## src/rtl/apb_pkg.sv

```systemverilog
// Shared definitions for the APB4 requester.
//   apb_state_e : requester FSM encoding (IDLE=0, SETUP=1, ACCESS=2, RESP=3)
//   apb_req_t   : latched command payload driven onto the APB bus
//   C_PPROT_*   : bit positions inside pprot
package apb_pkg;

  localparam int unsigned C_DATA_WIDTH = 32;
  localparam int unsigned C_STRB_WIDTH = C_DATA_WIDTH / 8;

  localparam int unsigned C_PPROT_PRIV   = 0;
  localparam int unsigned C_PPROT_NONSEC = 1;
  localparam int unsigned C_PPROT_INSTR  = 2;

  typedef enum logic [1:0] {
    ST_IDLE   = 2'd0,
    ST_SETUP  = 2'd1,
    ST_ACCESS = 2'd2,
    ST_RESP   = 2'd3
  } apb_state_e;

  typedef struct packed {
    logic                    write;
    logic [2:0]              prot;
    logic [C_STRB_WIDTH-1:0] strb;
    logic [C_DATA_WIDTH-1:0] wdata;
  } apb_req_t;

endpackage

```

## src/rtl/apb_timeout_cnt.sv

```systemverilog
// ACCESS-phase watchdog for apb_master_if (used only with APB_MASTER_TIMEOUT_EN).
//   clk_i, rst_i : clock, synchronous active-high reset
//   clr_i        : hold count at zero (requester not in ACCESS)
//   inc_i        : one stalled ACCESS cycle (pready low)
//   last_o       : registered; current cycle is the G_TIMEOUT-th stalled cycle
module apb_timeout_cnt #(
  parameter int unsigned G_TIMEOUT = 256
) (
  input  logic clk_i,
  input  logic rst_i,
  input  logic clr_i,
  input  logic inc_i,
  output logic last_o
);

  localparam int unsigned C_CNT_W = $clog2(G_TIMEOUT + 1);

  logic [C_CNT_W-1:0] cnt_q, cnt_d;
  logic               last_q;

  // Next count: cleared outside ACCESS, advanced on each stalled cycle.
  always_comb begin
    cnt_d = cnt_q;
    if (clr_i) begin
      cnt_d = '0;
    end else if (inc_i) begin
      cnt_d = cnt_q + C_CNT_W'(1);
    end
  end

  // Flag precomputed one cycle early so expiry needs no compare in the top's path.
  always_ff @(posedge clk_i) begin
    if (rst_i) begin
      cnt_q  <= '0;
      last_q <= 1'b0;
    end else begin
      cnt_q  <= cnt_d;
      last_q <= (cnt_d == C_CNT_W'(G_TIMEOUT - 1));
    end
  end

  assign last_o = last_q;

endmodule

```

## src/rtl/apb_master_if.sv

```systemverilog
// APB4 requester: single-beat client commands (valid/ready) become APB
// SETUP/ACCESS transfers; read data and error return on a valid/ready
// response channel. One transfer outstanding at a time.
// Optional macro APB_MASTER_TIMEOUT_EN: abort ACCESS after G_TIMEOUT stalled cycles.
//   pclk_i, preset_i       : clock, synchronous active-high reset
//   cmd_*                  : command channel (valid/ready, write, addr, wdata, strb, prot)
//   rsp_*                  : response channel (valid/ready, rdata, err)
//   p*_o                   : APB requester outputs (all registered)
//   pready_i, prdata_i, pslverr_i : APB completer inputs
module apb_master_if
  import apb_pkg::*;
#(
  parameter int unsigned G_APB_ADDR_WIDTH = 8,
  parameter int unsigned G_TIMEOUT        = 256
) (
  input  logic                        pclk_i,
  input  logic                        preset_i,
  input  logic                        cmd_valid_i,
  output logic                        cmd_ready_o,
  input  logic                        cmd_write_i,
  input  logic [G_APB_ADDR_WIDTH-1:0] cmd_addr_i,
  input  logic [C_DATA_WIDTH-1:0]     cmd_wdata_i,
  input  logic [C_STRB_WIDTH-1:0]     cmd_strb_i,
  input  logic [2:0]                  cmd_prot_i,
  output logic                        rsp_valid_o,
  input  logic                        rsp_ready_i,
  output logic [C_DATA_WIDTH-1:0]     rsp_rdata_o,
  output logic                        rsp_err_o,
  output logic [G_APB_ADDR_WIDTH-1:0] paddr_o,
  output logic [2:0]                  pprot_o,
  output logic                        psel_o,
  output logic                        penable_o,
  output logic                        pwrite_o,
  output logic [C_DATA_WIDTH-1:0]     pwdata_o,
  output logic [C_STRB_WIDTH-1:0]     pstrb_o,
  input  logic                        pready_i,
  input  logic [C_DATA_WIDTH-1:0]     prdata_i,
  input  logic                        pslverr_i
);

  apb_state_e                  state_q;
  apb_req_t                    req_q;
  logic [G_APB_ADDR_WIDTH-1:0] paddr_q;
  logic                        cmd_ready_q;
  logic                        psel_q;
  logic                        penable_q;
  logic                        rsp_valid_q;
  logic                        rsp_err_q;
  logic [C_DATA_WIDTH-1:0]     rsp_rdata_q;
  logic                        timeout_c;

`ifdef APB_MASTER_TIMEOUT_EN
  logic to_last;

  apb_timeout_cnt #(
    .G_TIMEOUT(G_TIMEOUT)
  ) u_timeout_cnt (
    .clk_i  (pclk_i),
    .rst_i  (preset_i),
    .clr_i  (state_q != ST_ACCESS),
    .inc_i  ((state_q == ST_ACCESS) && !pready_i),
    .last_o (to_last)
  );

  // A late pready on the expiry cycle still completes normally.
  assign timeout_c = (state_q == ST_ACCESS) && !pready_i && to_last;
`else
  localparam int unsigned C_UNUSED_TIMEOUT = G_TIMEOUT;
  assign timeout_c = 1'b0;
`endif

  // Requester FSM with registered bus and response outputs.
  always_ff @(posedge pclk_i) begin
    if (preset_i) begin
      state_q     <= ST_IDLE;
      req_q       <= '0;
      paddr_q     <= '0;
      cmd_ready_q <= 1'b0;
      psel_q      <= 1'b0;
      penable_q   <= 1'b0;
      rsp_valid_q <= 1'b0;
      rsp_err_q   <= 1'b0;
      rsp_rdata_q <= '0;
    end else begin
      case (state_q)
        ST_IDLE: begin
          cmd_ready_q <= 1'b1;
          if (cmd_valid_i && cmd_ready_q) begin
            paddr_q     <= cmd_addr_i;
            req_q.write <= cmd_write_i;
            req_q.prot  <= cmd_prot_i;
            req_q.wdata <= cmd_wdata_i;
            req_q.strb  <= cmd_write_i ? cmd_strb_i : '0;
            cmd_ready_q <= 1'b0;
            psel_q      <= 1'b1;
            state_q     <= ST_SETUP;
          end
        end
        ST_SETUP: begin
          penable_q <= 1'b1;
          state_q   <= ST_ACCESS;
        end
        ST_ACCESS: begin
          if (pready_i) begin
            rsp_rdata_q <= req_q.write ? '0 : prdata_i;
            rsp_err_q   <= pslverr_i;
            psel_q      <= 1'b0;
            penable_q   <= 1'b0;
            rsp_valid_q <= 1'b1;
            state_q     <= ST_RESP;
          end else if (timeout_c) begin
            rsp_rdata_q <= '0;
            rsp_err_q   <= 1'b1;
            psel_q      <= 1'b0;
            penable_q   <= 1'b0;
            rsp_valid_q <= 1'b1;
            state_q     <= ST_RESP;
          end
        end
        ST_RESP: begin
          if (rsp_ready_i) begin
            rsp_valid_q <= 1'b0;
            cmd_ready_q <= 1'b1;
            state_q     <= ST_IDLE;
          end
        end
        default: state_q <= ST_IDLE;
      endcase
    end
  end

  assign cmd_ready_o = cmd_ready_q;
  assign rsp_valid_o = rsp_valid_q;
  assign rsp_rdata_o = rsp_rdata_q;
  assign rsp_err_o   = rsp_err_q;
  assign paddr_o     = paddr_q;
  assign pprot_o     = req_q.prot;
  assign psel_o      = psel_q;
  assign penable_o   = penable_q;
  assign pwrite_o    = req_q.write;
  assign pwdata_o    = req_q.wdata;
  assign pstrb_o     = req_q.strb;

endmodule
```

## config.mk

```make
export PLATFORM = sky130hd
export DESIGN_NAME = apb_master_if
export DESIGN_NICKNAME = d
export VERILOG_FILES = /design/src/rtl/apb_pkg.sv /design/src/rtl/apb_timeout_cnt.sv /design/src/rtl/apb_master_if.sv
export SDC_FILE = /design/constraint.sdc
export NUM_CORES = 1
export LEC_CHECK = 0
export ABC_CLOCK_PERIOD_IN_PS = 2810
export CAP_MARGIN = 0
export CORE_ASPECT_RATIO = 1.5
export CORE_MARGIN = 1.5
export CORE_UTILIZATION = 30
export DETAILED_ROUTE_END_ITERATION = 12
export GPL_ROUTABILITY_DRIVEN = 0
export HOLD_SLACK_MARGIN = 0.1
export PLACE_DENSITY = 0.68
export SETUP_SLACK_MARGIN = 0.02
export SYNTH_ARGS = -nofsm -noshare
export SYNTH_HDL_FRONTEND = slang
export SYNTH_SLANG_ARGS = --single-unit
```

## constraint.sdc

```tcl
create_clock -name pclk_i -period 2.81 [get_ports pclk_i]
set_input_delay 0.7025 -clock pclk_i [delete_from_list [all_inputs] [get_ports pclk_i]]
set_output_delay 0.7025 -clock pclk_i [all_outputs]
set_load 0.02 [all_outputs]
```

---- Yosys cells after proc, flatten, opt, wreduce, memory -nomap -nowiden ----
Cells that the tools add are included.
operators by class
  $lt $le $gt $ge ......................... 0
  $add $sub $neg .......................... 0
  reductions and logical operators ........ 13
  multipliers ............................. 0
  shift-type cells ........................ 0
  divide/modulo/power cells ............... 0
  eq/ne operators ......................... 6
  muxes and demuxes ....................... 16
  bitwise gates (word level) .............. 0
operator list
  operator                                                               number
  32-bit 2-to-1 mux                                                      1
  3-bit AND reduction                                                    3
  1-bit one-hot mux with 2 select lines                                  4
  2-bit one-hot mux with 4 select lines                                  1
  2-bit AND reduction                                                    4
  2-bit nonzero test                                                     4
  1-bit 2-to-1 mux                                                       6
  2-bit 2-to-1 mux                                                       3
  2-bit inequality test, second input constant                           3
  2-bit equality test, second input constant                             2
  4-bit 2-to-1 mux                                                       1
  2-bit by 1-bit equality test with 1-bit output, second input constant  1
  2-bit logical NOT                                                      1
  1-bit logical AND                                                      1
word-level totals
  word-level logic and storage cells ...... 47
  RAM bits ................................ 0
  input bits .............................. 86
  bits in registers ....................... 87
  output and inout bits ................... 85
  bits in read-only memories .............. 0
  bits in latches ......................... 0
  memories ................................ 0

---- Depth between registers and ports, before layout ----
Gate-level depths: netlist of the first run.
  depth after elaboration ................. 3
  mapped depth ............................ 7
  gate-level depth less buffers ........... 5

---- Worst setup path after synthesis of the first run ----
Ideal clock, no wire load.
  kind .................................... register -> register
  start ................................... register state_q[0]
  end ..................................... register state_q[1]
  cell stages (with the launch flop) ...... 6
  data required time ...................... 2.738 ns
  path slack .............................. 1.316 ns
  library setup time ...................... 0.072 ns
  clock period less this slack ............ 1.494 ns
  arrival ................................. 1.422 ns
  cell sequence ........................... dfxtp_1 -> inv_1 -> ha_1 -> buf_2 -> a222oi_1 -> mux2i_1
on the way
  cells in the longest elaborated chain, start to end .. 3
  elaborated cells between the ends (all ways) .. 9
  classes of those cells .................. eq/ne: 6; mux: 1; reduce/logical: 2
RTL lines
  item                                                             line                  RTL
  from (decl)                                                      apb_master_if.sv:41   apb_state_e state_q;
  from (signal assigned)                                           apb_master_if.sv:75   state_q <= ST_IDLE;
  from (signal assigned)                                           apb_master_if.sv:96   state_q <= ST_SETUP;
  from (signal assigned)                                           apb_master_if.sv:101  state_q <= ST_ACCESS;
  2-bit equality test / 2-bit logical NOT (equally long branches)  apb_master_if.sv:85   case (state_q)
  2-bit inequality test (no source line)                           --
  3-bit AND reduction (no source line)                             --
Parallel ways exist; a longest one is shown, timed or not.
A chain may end at the register's enable or synchronous reset.

---- Final worst setup path of the first run ----
  start ................................... register cmd_ready_q (netlist: cmd_ready_o)
  end ..................................... output port cmd_ready_o
RTL lines
  item                    line                 RTL
  from (decl)             apb_master_if.sv:44  logic cmd_ready_q;
  from (signal assigned)  apb_master_if.sv:78  cmd_ready_q <= 1'b0;
  from (signal assigned)  apb_master_if.sv:87  cmd_ready_q <= 1'b1;
  from (signal assigned)  apb_master_if.sv:94  cmd_ready_q <= 1'b0;
  to (decl)               apb_master_if.sv:19  output logic cmd_ready_o,
No word-level cell between the ends.

==> metrics.csv, run 1 <==
stage,metric,value,unit
timing,Final period util,74.2,%
synthesis,Synth Warn #,0,
routing,Routed WL,9.65,mm
placement,hpwl dp,6.78,mm
critical_path,Worst EP required,2.11,ns
flow_run,max_cap viols,0,
routing,via count,3351,
timing,unrepaired setup endpoints after global routing,false,
routing,drt drc,0,
layout,fraction of layout cells with a size suffix above 1,4.99,%
synthesis,Yosys top cell area share,52.0,%
synthesis,#FFs+latches synth,87,
floorplanning,die width,89.3,µm
critical_path,worst path cell trace,clkdlybuf4s50_1,
clock_tree,Clock Latency Late Sink,0.33,ns
synthesis,Syn Area/Cell,8.37,µm²
critical_path,CP Launch Type,flip-flop,
outcome,outcome,completed,
pwr,Design Power,4060,µW
timing,Tmin final,2.09,ns
min_path,min-delay src,rsp_rdata_o[10]$_SDFFE_PP0P_,
floorplanning,Die H,132,µm
layout,Syn-to-layout area delta,62.7,%
timing,Fin Setup TNS,0,ns
timing,Clock Skew,0.00371,ns
synthesis,"Distinct cells, synth",25,
routing,Routed wire per std cell,13.6,µm
synthesis,cell accounting for the most synthesized area,dfxtp_1,
clock_tree,TritonCTS Buffers,9,
routing,1st-iter DRT viols,89,
timing,pins over their slew limit,0,
layout,Layout Nets,648,
clock_tree,clock sinks,87,
critical_path,CP arrival,1.38,ns
critical_path,reg2reg end,pstrb_o[1]$_SDFFE_PP0P_,
clock_tree,CTS resizes,0,
routing,via-per-instance ratio,4.73,
timing,Max Clk Rate,479,MHz
synthesis,Mapped Area,3350,µm²
critical_path,worst r2r src,state_q[0]$_SDFFE_PP0P_,
layout,Final Core Density,49.8,%
timing,# setup viols final,0,
layout,diode count,0,
layout,Layout fillers,1058,
min_path,Hold EP,rsp_rdata_o[10]$_SDFFE_PP0P_,
grt,first-pass GRT wire length,15.2,mm
timing,Fin. Hold Viols,0,
layout,Final Non-Filler Cells,708,
clock_tree,hold buffer count at CTS,0,
critical_path,Crit Path Category,reg -> out,
pwr,P_leak,0.00185,µW
clock_tree,"Clk pin slew, worst setup/hold paths",0.06,ns
clock_tree,CTS tree,built,
timing,Worst-Margin Slew,0.526,ns
grt,GRT Total Usage,16.3,%
critical_path,Critical-path top delay cell,clkdlybuf4s50_1,
pwr,power per cell area,745,nW/µm²
critical_path,Reg2Reg Depth,6,
critical_path,crit-path max FO,5,
clock_tree,H-tree depth,3,
routing,DRT Pass-1 Iters,7,
pwr,Peak VDD IR,0.000298,V
placement,number of buffers added on ports,170,
timing,relative max-transition margin,64.9,%
min_path,worst hold-check path type,reg -> reg,
grt,vias in the first global route,3225,
synthesis,post-synthesis sequential area ratio,52.0,%
critical_path,"Largest stage delay, worst path",0.65,ns
grt,GRT overflow,0,
grt,largest net degree at the start of global routing,49,
min_path,hold path cells,2,
synthesis,Post-Syn Instances,400,
floorplanning,die area,11800,µm²
clock_tree,Root Buffer,clkbuf_16,
floorplanning,# rows,47,
critical_path,"setup slack, reg-to-reg",1.04,ns
critical_path,kind of cell adding the most delay to the critical path,buffers and inverters,
synthesis,"top cells by area, synth","dfxtp_1 (52%), nand2_1 (14%), a21oi_1 (12%)",
clock_tree,Post-CTS Setup Repair Bufs,0,
synthesis,syn nets,492,
placement,placed cell count,692,
floorplanning,Initial Util,30.6,%
critical_path,Critical path buffers and inverters,1,
clock_tree,CTS Buffer Depth,2,
floorplanning,I/O pin count,171,
floorplanning,core area,10900,µm²
critical_path,CP Capture Type,output port,
grt,initial antenna violation count,0,
routing,final antenna-violating net count,0,
## layout make-up
type,count,area [µm²],area share (%)
flip-flops and latches,87,1740,32.0
clock inverters,2,37.5,0.689
well taps,147,184,3.38
inverters,4,15.0,0.276
repair buffers,179,1760,32.4
multi-input cells,275,1430,26.3
clock buffers,14,274,5.03
## registers in the layout (all words and copies together) (netlist names), 2 cells and up
name	cells
pstrb_o	4
state_q	2
pwdata_o	32
paddr_o	8
rsp_rdata_o	32
pprot_o	3
## power breakdown
group | total (µW) | internal (µW) | switching [µW] | leakage [µW]
combinational | 1320 | 603 | 718 | 0.000994
clock | 1220 | 762 | 455 | 0.000149
sequential | 1520 | 1410 | 105 | 0.000706
## through the flow
stage	setup slack (ns)	instance area (µm²)	hold slack, ns
global placement	0.632	5140	0.438
floorplan	1.32	3350	0.511
detailed placement	0.601	5140	0.443
global route	0.682	5450	0.469
finish	0.724	5450	0.449
CTS	0.702	5450	0.451
## how the worst max path moves through the flow
| stage | startpoint | endpoint | depth (start not counted) |
|---|---|---|---|
| final | cmd_ready_o$_SDFFE_PP0P_ | cmd_ready_o | 1 |
| after detailed placement | cmd_valid_i | pstrb_o[1]$_SDFFE_PP0P_ | 5 |
| after CTS | cmd_ready_o$_SDFFE_PP0P_ | cmd_ready_o | 1 |
| after global routing | cmd_ready_o$_SDFFE_PP0P_ | cmd_ready_o | 1 |
| after global placement | cmd_valid_i | pstrb_o[1]$_SDFFE_PP0P_ | 5 |
| after floorplan | state_q[0]$_SDFFE_PP0P_ | state_q[1]$_SDFFE_PP0P_ | 5 |
## layout by cell type (no fill, tap or decap), types with 5 or more instances in the layout
cell type	netlist	layout
buf_4	1	9
nand2b_1	5	5
clkdlybuf4s50_1	0	169
nand4b_1	32	32
a21oi_1	83	83
nand2_1	127	127
nand3_1	6	5
ha_1	6	6
clkbuf_16	0	9
dfxtp_1	87	87
## cells by family (layout without fill, tap and decap cells)
kind of cell,after synthesis,in the layout,share of synthesized area (%)
buf+inv,38,199,5.38
fa+ha+maj,6,6,2.24
simple gates,175,175,25.1
compound gates,90,90,13.9
mux,4,4,1.27
flops,87,87,52.0
## worst min-delay path, cell delays in order (launching register included)
cell     delay (ns)
dfxtp_1        0.31
nand2_1        0.05
a21oi_1        0.05
## synthesized netlist by cell type, drive strengths merged
cell type  count
mux2i          2
o32ai          1
clkbuf        15
dfxtp         87
ha             6
nor2           3
o21ai          1
and3           1
o22ai          1
a222oi         1
buf           19
inv            4
nand2b         5
o21a           1
nand3          6
or2            1
a211oi         1
nand4b        32
nand2        127
a21oi         83
a31oi          1
mux2           2
## metal layers
metal | vias up | global-route usage, % | wire length (µm)
li1 | 1663 | - | -
met1 | 1547 | 17.9 | 3670
met2 | 128 | 28.5 | 4940
met3 | 13 | 4.32 | 822
met4 | 0 | 7.35 | 210
met5 | - | 0 | 0
Power figures use the tool's default switching activity.
==> inputs of run 2 (changes only) <==
--- a/config.mk
+++ b/config.mk
@@ -5,7 +5,7 @@
 export SDC_FILE = /design/constraint.sdc
 export NUM_CORES = 1
 export LEC_CHECK = 0
-export ABC_CLOCK_PERIOD_IN_PS = 2810
+export ABC_CLOCK_PERIOD_IN_PS = 1700
 export CAP_MARGIN = 0
 export CORE_ASPECT_RATIO = 1.5
 export CORE_MARGIN = 1.5
@@ -13,7 +13,7 @@
 export DETAILED_ROUTE_END_ITERATION = 12
 export GPL_ROUTABILITY_DRIVEN = 0
 export HOLD_SLACK_MARGIN = 0.1
-export PLACE_DENSITY = 0.68
+export PLACE_DENSITY = 0.71
 export SETUP_SLACK_MARGIN = 0.02
 export SYNTH_ARGS = -nofsm -noshare
 export SYNTH_HDL_FRONTEND = slang
==> constraint.sdc (replaced) <==
create_clock -name pclk_i -period 1.7 [get_ports pclk_i]
set_input_delay 0.425 -clock pclk_i [delete_from_list [all_inputs] [get_ports pclk_i]]
set_output_delay 0.425 -clock pclk_i [all_outputs]
set_load 0.02 [all_outputs]
==> metrics.csv, run 2 (synthesis results as in run 1) <==
stage,metric,value,unit,change
grt,met2 usage,27.8,%,-0.71 points
grt,vias in the first global route,3180,,-1.4%
grt,GRT Total Usage,16.1,%,-0.20 points
min_path,min-delay src,rsp_rdata_o[0]$_SDFFE_PP0P_,,
clock_tree,"Clk pin slew, worst setup/hold paths",0.06,ns,about the same
grt,GRT overflow,0,,unchanged
layout,Layout Nets,651,,+0.46%
layout,"commonest non-fill, non-tap cell in the layout",nand2_1,,
routing,via-per-instance ratio,4.70,,-0.72%
critical_path,Critical-path top delay cell,a222oi_1,,
layout,Syn-to-layout area delta,62.6,%,about the same
min_path,hold path cells,2,,unchanged
min_path,Hold EP,rsp_rdata_o[0]$_SDFFE_PP0P_,,
clock_tree,Root Buffer,clkbuf_16,,
routing,DRT Pass-1 Iters,4,,-3
critical_path,CP Capture Type,flip-flop,,
grt,layer with the highest usage,met2,,
timing,Tmin final,1.55,ns,
flow_run,max_cap viols,0,,unchanged
layout,Final Non-Filler Cells,711,,+0.42%
timing,Fin. Hold Viols,0,,unchanged
routing,Routed wire per std cell,13.9,µm,+2.0%
pwr,Peak VDD IR,0.000780,V,+160%
timing,Clock Skew,0.00609,ns,+0.00238 ns
timing,Fin Setup TNS,0,ns,unchanged
critical_path,CP arrival,1.80,ns,+0.42 ns
critical_path,crit-path max FO,5,,unchanged
timing,unrepaired setup endpoints after global routing,false,,
timing,Worst-Margin Slew,0.431,ns,-0.0957 ns
routing,final antenna-violating net count,0,,unchanged
clock_tree,CTS tree,built,,
timing,Max Clk Rate,645,MHz,
routing,drt drc,0,,unchanged
layout,diode count,0,,unchanged
timing,relative max-transition margin,71.3,%,+6.4 points
routing,1st-iter DRT viols,80,,-10%
layout,Layout fillers,1074,,+1.5%
critical_path,worst r2r src,state_q[0]$_SDFFE_PP0P_,,
pwr,Design Power,6560,µW,+62%
placement,number of buffers added on ports,170,,unchanged
critical_path,Reg2Reg Depth,4,,-2
clock_tree,Clock Latency Late Sink,0.33,ns,about the same
grt,met1 usage,18.5,%,+0.57 points
critical_path,CP Launch Type,flip-flop,,
clock_tree,H-tree depth,3,,unchanged
floorplanning,Die H,132,µm,unchanged
placement,placed cell count,694,,+0.29%
critical_path,"setup slack, reg-to-reg",0.15,ns,-0.89 ns
floorplanning,Initial Util,30.6,%,unchanged
placement,hpwl dp,6.77,mm,-0.12%
routing,Routed WL,9.88,mm,+2.4%
timing,pins over their slew limit,0,,unchanged
clock_tree,hold buffer count at CTS,0,,unchanged
critical_path,worst path cell trace,inv_1 > ha_1 > a222oi_1 > mux2i_1,,
floorplanning,I/O pin count,171,,unchanged
clock_tree,CTS Buffer Depth,2,,unchanged
timing,# setup viols final,0,,unchanged
pwr,power per cell area,1210,nW/µm²,+62%
clock_tree,clock sinks,87,,unchanged
min_path,worst hold-check path type,reg -> reg,,
grt,largest net degree at the start of global routing,48,,-2.0%
floorplanning,core area,10900,µm²,unchanged
outcome,outcome,completed,,
critical_path,Worst EP required,1.96,ns,-0.15 ns
grt,initial antenna violation count,0,,unchanged
timing,Final period util,91.1,%,
layout,fraction of layout cells with a size suffix above 1,5.85,%,+0.86 points
layout,most frequent cells in the layout,"nand2_1 (127), dfxtp_1 (87), dlygate4sd2_1 (85)",,
floorplanning,die width,89.3,µm,unchanged
critical_path,reg2reg end,state_q[1]$_SDFFE_PP0P_,,
clock_tree,TritonCTS Buffers,9,,unchanged
critical_path,"Largest stage delay, worst path",0.45,ns,-0.20 ns
clock_tree,Post-CTS Setup Repair Bufs,0,,unchanged
critical_path,Crit Path Category,reg -> reg,,
grt,met3 Track Usage GR,4.45,%,+0.13 points
routing,via count,3341,,-0.30%
floorplanning,die area,11800,µm²,unchanged
grt,first-pass GRT wire length,15.2,mm,-0.50%
pwr,P_leak,0.00228,µW,+23%
floorplanning,# rows,47,,unchanged
==> run 2: cell count changes in the layout (fill, tap and decap cells not counted), sizes merged <==
cell           change
clkbuf             -1
clkinv             +3
clkinvlp           -1
dlygate4sd2       +85
clkdlybuf4s50     -85
buf                +2
==> run 2: how the worst max path moves through the flow <==
stage / to / start / slack (ns)
after global placement: pstrb_o[0]$_SDFFE_PP0P_ / cmd_valid_i / -0.00006
final: state_q[1]$_SDFFE_PP0P_ / state_q[0]$_SDFFE_PP0P_ / 0.15
after global routing: state_q[1]$_SDFFE_PP0P_ / state_q[0]$_SDFFE_PP0P_ / 0.03
after floorplan: state_q[1]$_SDFFE_PP0P_ / state_q[0]$_SDFFE_PP0P_ / 0.21
after CTS: state_q[1]$_SDFFE_PP0P_ / state_q[0]$_SDFFE_PP0P_ / 0.11
after detailed placement: state_q[1]$_SDFFE_PP0P_ / cmd_valid_i / -0.08
==> run 2: layout make-up <==
class / instances / area, µm² / share of cell area (%)
flip-flops and latches: 87 / 1740 / 32.0
clock buffers: 12 / 246 / 4.53
multi-input cells: 275 / 1440 / 26.4
inverters: 4 / 15.0 / 0.276
well taps: 147 / 184 / 3.38
clock inverters: 4 / 45.0 / 0.827
repair buffers: 182 / 1770 / 32.6
==> run 2: layer usage <==
metal  vias up  wire (µm)
li1       1666          -
met1      1544       4040
met2       121       4950
met3        10        735
met4         0        150
met5         -          0
==> run 2: where the power goes <==
part / internal (µW) / switching [µW]
clock: 1170 / 754
sequential: 2330 / 158
combinational: 910 / 1240
==> run 2: worst max-delay path, delay by kind of cell (launching register included) <==
| kind | cells | cell delay (ns) |
|---|---|---|
| compound gates | 1 | 0.45 |
| fa+ha+maj | 1 | 0.26 |
| buf+inv | 1 | 0.11 |
| flops | 1 | 0.41 |
| mux | 1 | 0.25 |
==> run 2: metrics by stage <==
stage	cell area (µm²)	hold WS, ns	setup slack [ns]	utilization, %
2_1_floorplan	3350	0.511	0.206	-
3_5_place_dp	5230	0.443	-0.0775	47.8
3_3_place_gp	5230	0.438	-0.0000592	47.8
4_1_cts	5410	0.449	0.106	49.5
5_1_grt	5440	0.457	0.0322	49.8
6_report	5440	0.446	0.151	49.8
==> run 2: what timing repair did <==
action	CTS	global route
gates resized for setup	85	3
setup endpoints to repair	85	18
gates cloned	0	1
